File: src/rtl/rr_arb_mux_if.sv
// Handshake bundle for rr_arb_mux: NUM_IN request channels in,
// one registered word out, valid/ready on both sides.
interface rr_arb_mux_if #(
  parameter int SIZE   = 31,
  parameter int NUM_IN = 4
);
  localparam int SEL_W = $clog2(NUM_IN);

  logic [NUM_IN-1:0]          in_valid;
  logic [NUM_IN*(SIZE+1)-1:0] in_data;
  logic [NUM_IN-1:0]          in_ready;
  logic                       out_valid;
  logic [SIZE:0]              out_data;
  logic [SEL_W-1:0]           out_sel;
  logic                       out_ready;

  modport master (
    output in_valid, in_data, out_ready,
    input  in_ready, out_valid, out_data, out_sel
  );

  modport slave (
    input  in_valid, in_data, out_ready,
    output in_ready, out_valid, out_data, out_sel
  );
endinterface

File: src/rtl/rr_arb_mux.sv
// Registered N:1 arbitrating mux, fixed-priority or round-robin,
// with one output register that sustains a word per cycle.
module rr_arb_mux #(
  parameter int SIZE   = 31,
  parameter int NUM_IN = 4,
  parameter int MODE   = 1
) (
  input  logic         clk,
  input  logic         rst_n,
  rr_arb_mux_if.slave  bus
);
  localparam int SEL_W = $clog2(NUM_IN);
  localparam int W     = SIZE + 1;

  logic             out_valid_q, out_valid_d;
  logic [SIZE:0]    out_data_q, out_data_d;
  logic [SEL_W-1:0] out_sel_q, out_sel_d;
  logic [SEL_W-1:0] ptr_q, ptr_d;

  logic              load_en;
  logic              found;
  logic              accept;
  logic [SEL_W-1:0]  gnt_idx;
  logic [SEL_W:0]    cand;
  logic [NUM_IN-1:0] grant;

  // Search upward from the pointer with explicit wrap, so any
  // NUM_IN works; fixed priority just pins the pointer at 0.
  always_comb begin
    grant   = '0;
    gnt_idx = '0;
    found   = 1'b0;
    cand    = '0;
    for (int k = 0; k < NUM_IN; k++) begin
      cand = {1'b0, ptr_q} + (SEL_W+1)'(k);
      if (cand >= (SEL_W+1)'(NUM_IN))
        cand = cand - (SEL_W+1)'(NUM_IN);
      if (!found && bus.in_valid[cand[SEL_W-1:0]]) begin
        found   = 1'b1;
        gnt_idx = cand[SEL_W-1:0];
      end
    end
    if (found)
      grant[gnt_idx] = 1'b1;
  end

  always_comb begin
    load_en     = ~out_valid_q | bus.out_ready;
    accept      = found & load_en & rst_n;
    out_valid_d = accept | (out_valid_q & ~bus.out_ready);
    out_data_d  = out_data_q;
    out_sel_d   = out_sel_q;
    ptr_d       = ptr_q;
    if (accept) begin
      out_data_d = bus.in_data[gnt_idx*W +: W];
      out_sel_d  = gnt_idx;
      if (MODE == 1) begin
        if (gnt_idx == SEL_W'(NUM_IN-1))
          ptr_d = '0;
        else
          ptr_d = gnt_idx + 1'b1;
      end
    end
  end

  always_ff @(posedge clk) begin
    if (!rst_n) begin
      out_valid_q <= 1'b0;
      out_data_q  <= '0;
      out_sel_q   <= '0;
      ptr_q       <= '0;
    end else begin
      out_valid_q <= out_valid_d;
      out_data_q  <= out_data_d;
      out_sel_q   <= out_sel_d;
      ptr_q       <= ptr_d;
    end
  end

  assign bus.in_ready  = grant & {NUM_IN{load_en & rst_n}};
  assign bus.out_valid = out_valid_q;
  assign bus.out_data  = out_data_q;
  assign bus.out_sel   = out_sel_q;
endmodule
File: src/flat_wrapper.sv
// flat-port wrapper written by rule: the top's interface ports become plain ports
module rr_arb_mux_flat 
#(
  parameter int SIZE   = 31,
  parameter int NUM_IN = 4,
  parameter int MODE   = 1
)
  (clk, rst_n, bus_in_valid, bus_in_data, bus_out_ready, bus_in_ready, bus_out_valid, bus_out_data, bus_out_sel);
  rr_arb_mux_if #(.SIZE(SIZE), .NUM_IN(NUM_IN)) bus_i ();
  input  logic clk;
  input  logic rst_n;
  input wire logic [$bits(bus_i.in_valid)-1:0] bus_in_valid;
  input wire logic [$bits(bus_i.in_data)-1:0] bus_in_data;
  input wire logic [$bits(bus_i.out_ready)-1:0] bus_out_ready;
  output wire logic [$bits(bus_i.in_ready)-1:0] bus_in_ready;
  output wire logic [$bits(bus_i.out_valid)-1:0] bus_out_valid;
  output wire logic [$bits(bus_i.out_data)-1:0] bus_out_data;
  output wire logic [$bits(bus_i.out_sel)-1:0] bus_out_sel;
  assign bus_i.in_valid = bus_in_valid;
  assign bus_i.in_data = bus_in_data;
  assign bus_i.out_ready = bus_out_ready;
  assign bus_in_ready = bus_i.in_ready;
  assign bus_out_valid = bus_i.out_valid;
  assign bus_out_data = bus_i.out_data;
  assign bus_out_sel = bus_i.out_sel;
  rr_arb_mux #(.SIZE(SIZE), .NUM_IN(NUM_IN), .MODE(MODE)) u_core (.clk(clk), .rst_n(rst_n), .bus(bus_i));
endmodule
File: config.mk
export PLATFORM = sky130hd
export DESIGN_NAME = rr_arb_mux_flat
export DESIGN_NICKNAME = d
export VERILOG_FILES = /design/src/rtl/rr_arb_mux_if.sv /design/src/rtl/rr_arb_mux.sv /design/src/flat_wrapper.sv
export SDC_FILE = /design/constraint.sdc
export NUM_CORES = 1
export LEC_CHECK = 0
export CORE_MARGIN = 3
export CORE_UTILIZATION = 37
export CTS_CLUSTER_DIAMETER = 80
export CTS_CLUSTER_SIZE = 25
export DETAILED_ROUTE_END_ITERATION = 8
export PLACE_DENSITY = 0.86
export SLEW_MARGIN = 20
export SYNTH_ARGS = -nofsm -noshare
export SYNTH_HDL_FRONTEND = slang
export SYNTH_SLANG_ARGS = --single-unit
File: constraint.sdc
create_clock -name clk -period 4.5 [get_ports clk]
set_clock_uncertainty 0.05 [all_clocks]
set_input_delay 0.9 -clock clk [delete_from_list [all_inputs] [get_ports clk]]
set_output_delay 0.9 -clock clk [all_outputs]
set_load 0.005 [all_outputs]
==> results_dict.tcl <==
set metrics [dict create \
    cellLeakagePower_nw 1.58 \
    maximum_number_of_pins_on_one_net_before_global_route_repair 34 \
    status "finished clean" \
    crit_path_max_fanout 8 \
    postCtsSetupBuffers 0 \
    post_cts_hold_buffers 0 \
    yosys_register_bits 37 \
    worst_r2r_path_depth 6 \
    port_buffers 173 \
    holdWs_ns 0.416 \
    cts.root.buffer_cell "sky130_fd_sc_hd__clkbuf_8" \
    areaGrowthSynthToFinish_pct 76.8 \
    cts-resized-gates 0 \
    p_per_area_mw_per_mm2 298 \
    vias_per_cell 5.06 \
    top_cell_types_by_occurrence_after_synthesis "sky130_fd_sc_hd__mux2i_1 (67), sky130_fd_sc_hd__dfxtp_1 (37), sky130_fd_sc_hd__nand2_1 (34), sky130_fd_sc_hd__o221ai_2 (28)" \
    clk_pin_slew_worst_paths_ns 0.07 \
    layout.nets 521 \
    diodes 0 \
    grt_first_pass_wirelength_um 11600 \
    synth_most_common_cell "sky130_fd_sc_hd__mux2i_1" \
    tritoncts.num_buffers 5 \
    setup.worst_path.start_class "input pin" \
    worst_ep_arrival_time_ns 3.07 \
    clock_tree_from_tritoncts "built" \
    wirelength_um 7480 \
    avgRoutedWirePerCell_um 16.3 \
    maxSlewViolCount 0 \
    design.die.area_mm2 0.00741 \
    worst_slew_margin_rel 0.398 \
    finalHoldViolations 0 \
    critPathKind "input pin to output port" \
    synth.lib_cells_used.distinct 24 \
    period_share 0.892 \
    effective_utilization_at_floorplan 0.392 \
    rsz0062_at_grt "no" \
    die_width_um 86.1 \
    synth_flop_cell "sky130_fd_sc_hd__dfxtp_1" \
    power.ir.vdd_worst_mv 0.169 \
    die_height_um 86.1 \
    final.min_clock_period_ns 4.02 \
    timing_worst_slew_pin_value_ns 0.901 \
    yosys-top-cells-area "sky130_fd_sc_hd__dfxtp_1 (31%), sky130_fd_sc_hd__mux2i_1 (28%), sky130_fd_sc_hd__o221ai_2 (18%)" \
    detail_placement_hpwl_um 5870 \
    cts-root-to-sink-buffers 2 \
    setup_total_negative_slack_ns 0 \
    syn-cell-area_mm2 0.00237 \
    drt_pass_1_iters 4 \
    synth_seq_area_share 0.312 \
    yosysWarnings 0 \
    gp_routability_congestion 0.742 \
    num_io_pins 174 \
    grt_pass1_vias 2436 \
    detailedRoute.firstIterationViolations 44 \
    insertion_delay_of_the_later_clocked_pin_in_the_worst_skew_pair_ns 0.28 \
    synth.net_count 355 \
    synth.avg_cell_area_um2 10.9 \
    hold-path-cell-count 2 \
    post_synthesis_cells 218 \
    via_count 2322 \
    htree_levels 2 \
    drc 0 \
    grt_overflow_total 0 \
    setup_viol 0 \
    timing.critical_path.to_type "output port" \
    yosysTopAreaCell "sky130_fd_sc_hd__dfxtp_1" \
    synth_top_area_share 0.312 \
    core_area_mm2 0.00606 \
    synth_async_sr_flop_share 0 \
    critPathRequiredTime_ns 3.55 \
    row_count 28 \
    drv.max_cap_violation_count 0 \
    proportion_of_layout_cells_with_a_drive_suffix_above_1 0.122 \
    clkSinkCount 37 \
    gr-usage-all-layers 0.196 \
    antenna_found_initial 0 \
    worst_hold_path_type "flop to flop" \
    drt.antenna.violating_nets 0 \
    count_of_flip_flops_with_a_built_in_enable_after_synthesis 0 \
    maxClockFrequency_mhz 249 \
]
-- cell families (layout without fill, tap and decap cells) --
family / Yosys count / count (layout) / share of synthesized area
AOI/OAI and AO/OA: 40 / 40 / 0.222
buffers and inverters: 23 / 189 / 0.0712
adders and majority gates: 2 / 2 / 0.0105
muxes: 67 / 67 / 0.283
and+or+nand+nor: 49 / 49 / 0.102
DFF: 37 / 37 / 0.312
-- layer usage --
layer | track usage | wire, um | up-vias
met3 | 0.0615 | 696 | 9
met2 | 0.356 | 3850 | 107
li1 | - | - | 1157
met5 | 0 | 0 | -
met4 | 0.0633 | 110 | 0
met1 | 0.215 | 2830 | 1049
-- flip-flops by register name (all words and copies together) (netlist names) --
name                  cells
u_core.bus.out_data      32
u_core.ptr_q              2
u_core.bus.out_sel        2
u_core.bus.out_valid      1
-- final cells by class --
cell class                      instances  area, um^2
Fill cell                             491        1860
Timing Repair Buffer                  178        1770
Multi-Input combinational cell        158        1470
Sequential cell                        37         741
Tap cell                               75        93.8
Clock buffer                            5        68.8
Clock inverter                          2        35.0
Inverter                                4        15.0
-- cells in the final DEF (no fill, tap or decap), drive strengths merged --
| cell type | count |
|---|---|
| ha | 2 |
| bufinv | 1 |
| o221ai | 32 |
| buf | 5 |
| a21boi | 1 |
| nor2b | 5 |
| nor2 | 2 |
| inv | 4 |
| a221oi | 1 |
| nand3 | 1 |
| clkdlybuf4s50 | 173 |
| nand3b | 1 |
| nor4 | 1 |
| o21ai | 1 |
| clkinv | 1 |
| a21oi | 4 |
| clkbuf | 5 |
| and3 | 2 |
| nand2 | 34 |
| mux2i | 67 |
| dfxtp | 37 |
| nand2b | 3 |
| a22o | 1 |
-- worst max-delay path: stages --
cell	delay (ns)
sky130_fd_sc_hd__clkdlybuf4s50_1	0.55
sky130_fd_sc_hd__nor4_1	0.08
sky130_fd_sc_hd__nor2b_1	0.70
sky130_fd_sc_hd__nand3b_4	0.13
sky130_fd_sc_hd__nor2_1	0.17
sky130_fd_sc_hd__clkdlybuf4s50_1	0.53
-- through the flow --
stage,utilization,std cells,total power [mW],cell area (um^2),setup WS (ns)
after global routing,0.692,459,1.32,4200,0.334
final,0.692,459,1.25,4200,0.485
after CTS,0.692,459,1.27,4200,0.445
after global placement,0.675,452,0.974,4090,0.557
after detailed placement,0.675,452,0.985,4090,0.482
after floorplan,-,218,0.721,2370,1.62
-- worst paths after layout --
kind / start / to / slack [ns]
min: u_core.ptr_q[0] / u_core.ptr_q[0] / 0.42
max reg2reg: u_core.bus.out_valid / u_core.bus.out_data[16] / 2.37
max: bus_in_valid[0] / bus_in_ready[0] / 0.48
min reg2reg: u_core.ptr_q[0] / u_core.ptr_q[0] / 0.42
-- where the power goes --
part	total (mW)	internal, mW	switching [mW]
clock network	0.279	0.161	0.117
registers	0.419	0.387	0.0326
logic	0.553	0.334	0.219
total	1.25	0.882	0.369
No activity file was read; power rests on OpenSTA's default activity.
==> patch: new RTL, config.mk and constraints unchanged <==
`MODE` is set to 1 in 2 places; all go to 0.
--- a/src/rtl/rr_arb_mux.sv
+++ b/src/rtl/rr_arb_mux.sv
@@ -3,7 +3,7 @@
 module rr_arb_mux #(
   parameter int SIZE   = 31,
   parameter int NUM_IN = 4,
-  parameter int MODE   = 1
+  parameter int MODE   = 0
 ) (
   input  logic         clk,
   input  logic         rst_n,
--- a/src/flat_wrapper.sv
+++ b/src/flat_wrapper.sv
@@ -3,7 +3,7 @@
 #(
   parameter int SIZE   = 31,
   parameter int NUM_IN = 4,
-  parameter int MODE   = 1
+  parameter int MODE   = 0
 )
   (clk, rst_n, bus_in_valid, bus_in_data, bus_out_ready, bus_in_ready, bus_out_valid, bus_out_data, bus_out_sel);
   rr_arb_mux_if #(.SIZE(SIZE), .NUM_IN(NUM_IN)) bus_i ();
Behaviour: not the same (a bounded check fails within 4 cycles, from zero or initial values and one cycle with rst_n low).
==> patch against the unedited design <==
  * Clock power is 22% higher
  * Non-clock buffer count is 1 higher
  * Sequential cell count is 2 lower
  * Routed wire length is 8.3% higher
  * Design area is 7.2% lower
  * First-iteration DRC count grew to 5.0 times the old value
  * Setup slack better by 420 ps
  * Total power is 18% lower
  * Synthesized area is 12% lower
  * Critical endpoint is now bus_in_ready[3]
  * Largest power group is now sequential cells
  * Highest routed layer unchanged
==> patch: results (changes against the unedited design) <==
[status]
status=finished clean

[synth]
synthArstFlopShare_pct=0  ; unchanged
synth.net_count=348  ; -2.0%
synth_top_flop_cell=dfxtp_1
synth_warnings=0  ; unchanged
synth_common_cells=35 x dfxtp_1, 35 x nand2_1, 32 x a222oi_1, 32 x a22o_1, 32 x mux2i_1
ys_seq_area_share_pct=33.7  ; +2.4 points
ys_types=23  ; -4.2%
synthTopCellsByArea=dfxtp_1 34%, a222oi_1 15%, mux2i_1 15%, a22o_1 13%, nand2_1 6.3%

[clock_tree]
clk_latency_ps=290
cts_max_path_buffers=2  ; unchanged
cts-root-buf=clkbuf_8
cts_resized=0  ; unchanged
numCtsBuffers=5  ; unchanged
post_cts.repair.setup_buffers=0  ; unchanged
path_clk_slew_ps=70  ; about the same
h-tree-depth=2  ; unchanged

[min_path]
hold_path_class=reg2reg

[finish]
nets=507  ; -2.7%
largest_reg_flops=32  ; unchanged
drive_gt1_share_pct=5.36  ; -6.9 points
antennaDiodeCount=0  ; unchanged

[global_routing]
grt_pass1_vias=2419  ; -0.70%
grt_max_degree=37  ; +8.8%
antenna_found_initial=0  ; unchanged
grt_pass1_wl_um=12000  ; +3.0%
grt_usage_pct=24.1  ; +4.5 points

[placement]
place.detailed.hpwl_um=6090  ; +3.7%
gp_congestion=0.797  ; +7.4%
portBuffers=173  ; unchanged
placed_cell_area_um2=3760  ; -8.1%

[setup_path]
reg2reg_slack_ps=2580  ; +210 ps
cp_slowest_cell=clkdlybuf4s50_1
worstPathArrival_ps=2640  ; -430 ps
cp_max_fo=16  ; +8
slowest_delay_ps=770  ; +70 ps
path_delay_family=buffers and inverters

[sta]
slew_headroom_pct=54.0  ; +14 points

[detailed_routing]
drt_iter0_markers=222  ; +400%
via_per_inst=5.62  ; +11%
routedWlPerCell_um=18.3  ; +12%
dr.pass1.iters=7  ; +3

[power]
ir_drop_mv=0.164  ; -3.0%
p_leak_uw=0.00156  ; -1.0%

## patch: layer usage
metal / up-vias / track usage (%) / part of all wire (%)
met5: - / 0 / 0
met4: 0 / 8.11 / 1.7
met1: 1165 / 27.1 / 35
met2: 139 / 42.0 / 51
li1: 1172 / - / -
met3: 13 / 8.65 / 12
## patch: cells by family (layout without fill, tap and decap cells)
group / after synthesis / count (layout) / synth area share, %
AOI/OAI and AO/OA: 67 / 67 / 29.8
buffers and inverters: 27 / 187 / 9.20
DFF: 35 / 35 / 33.7
muxes: 32 / 32 / 15.4
and+or+nand+nor: 52 / 52 / 12.0
## patch: metrics by stage
stage          utilization (%)  cells  worst slack (ps)  hold WS [ps]
2_1_floorplan                -    213              1860           397
3_3_place_gp              71.4    435               886           391
3_5_place_dp              71.4    435               803           397
4_1_cts                   73.9    443               920           407
5_1_grt                   73.9    443               807           427
6_report                  73.9    443               907           404
## patch: final timing paths
check | from | cells after the start | end
max | bus_in_valid[2] | 4 | bus_in_ready[3]
min reg2reg | u_core.bus.out_sel[0]$_SDFFE_PN0P_ | 2 | u_core.bus.out_sel[0]$_SDFFE_PN0P_
max reg2reg | u_core.bus.out_valid$_SDFF_PN0_ | 4 | u_core.bus.out_sel[0]$_SDFFE_PN0P_
min | u_core.bus.out_sel[0]$_SDFFE_PN0P_ | 2 | u_core.bus.out_sel[0]$_SDFFE_PN0P_
## patch: tightest hold or removal path, cell delays in order, from the launching register on
cell	delay (ps)
dfxtp_1	310
nand2_1	50
a21boi_1	50
## patch: layout make-up
| class | instances | area (um2) |
|---|---|---|
| Tap cell | 70 | 87.6 |
| Clock inverter | 2 | 60.1 |
| Clock buffer | 6 | 72.6 |
| Timing Repair Buffer | 179 | 1780 |
| Fill cell | 425 | 1380 |
| Multi-Input combinational cell | 151 | 1200 |
| Sequential cell | 35 | 701 |
## patch: report_power, final
| group | internal, uW | switching (uW) |
|---|---|---|
| Combinational | 220 | 111 |
| Sequential | 344 | 17.2 |
| Clock | 221 | 118 |
| Total | 785 | 245 |
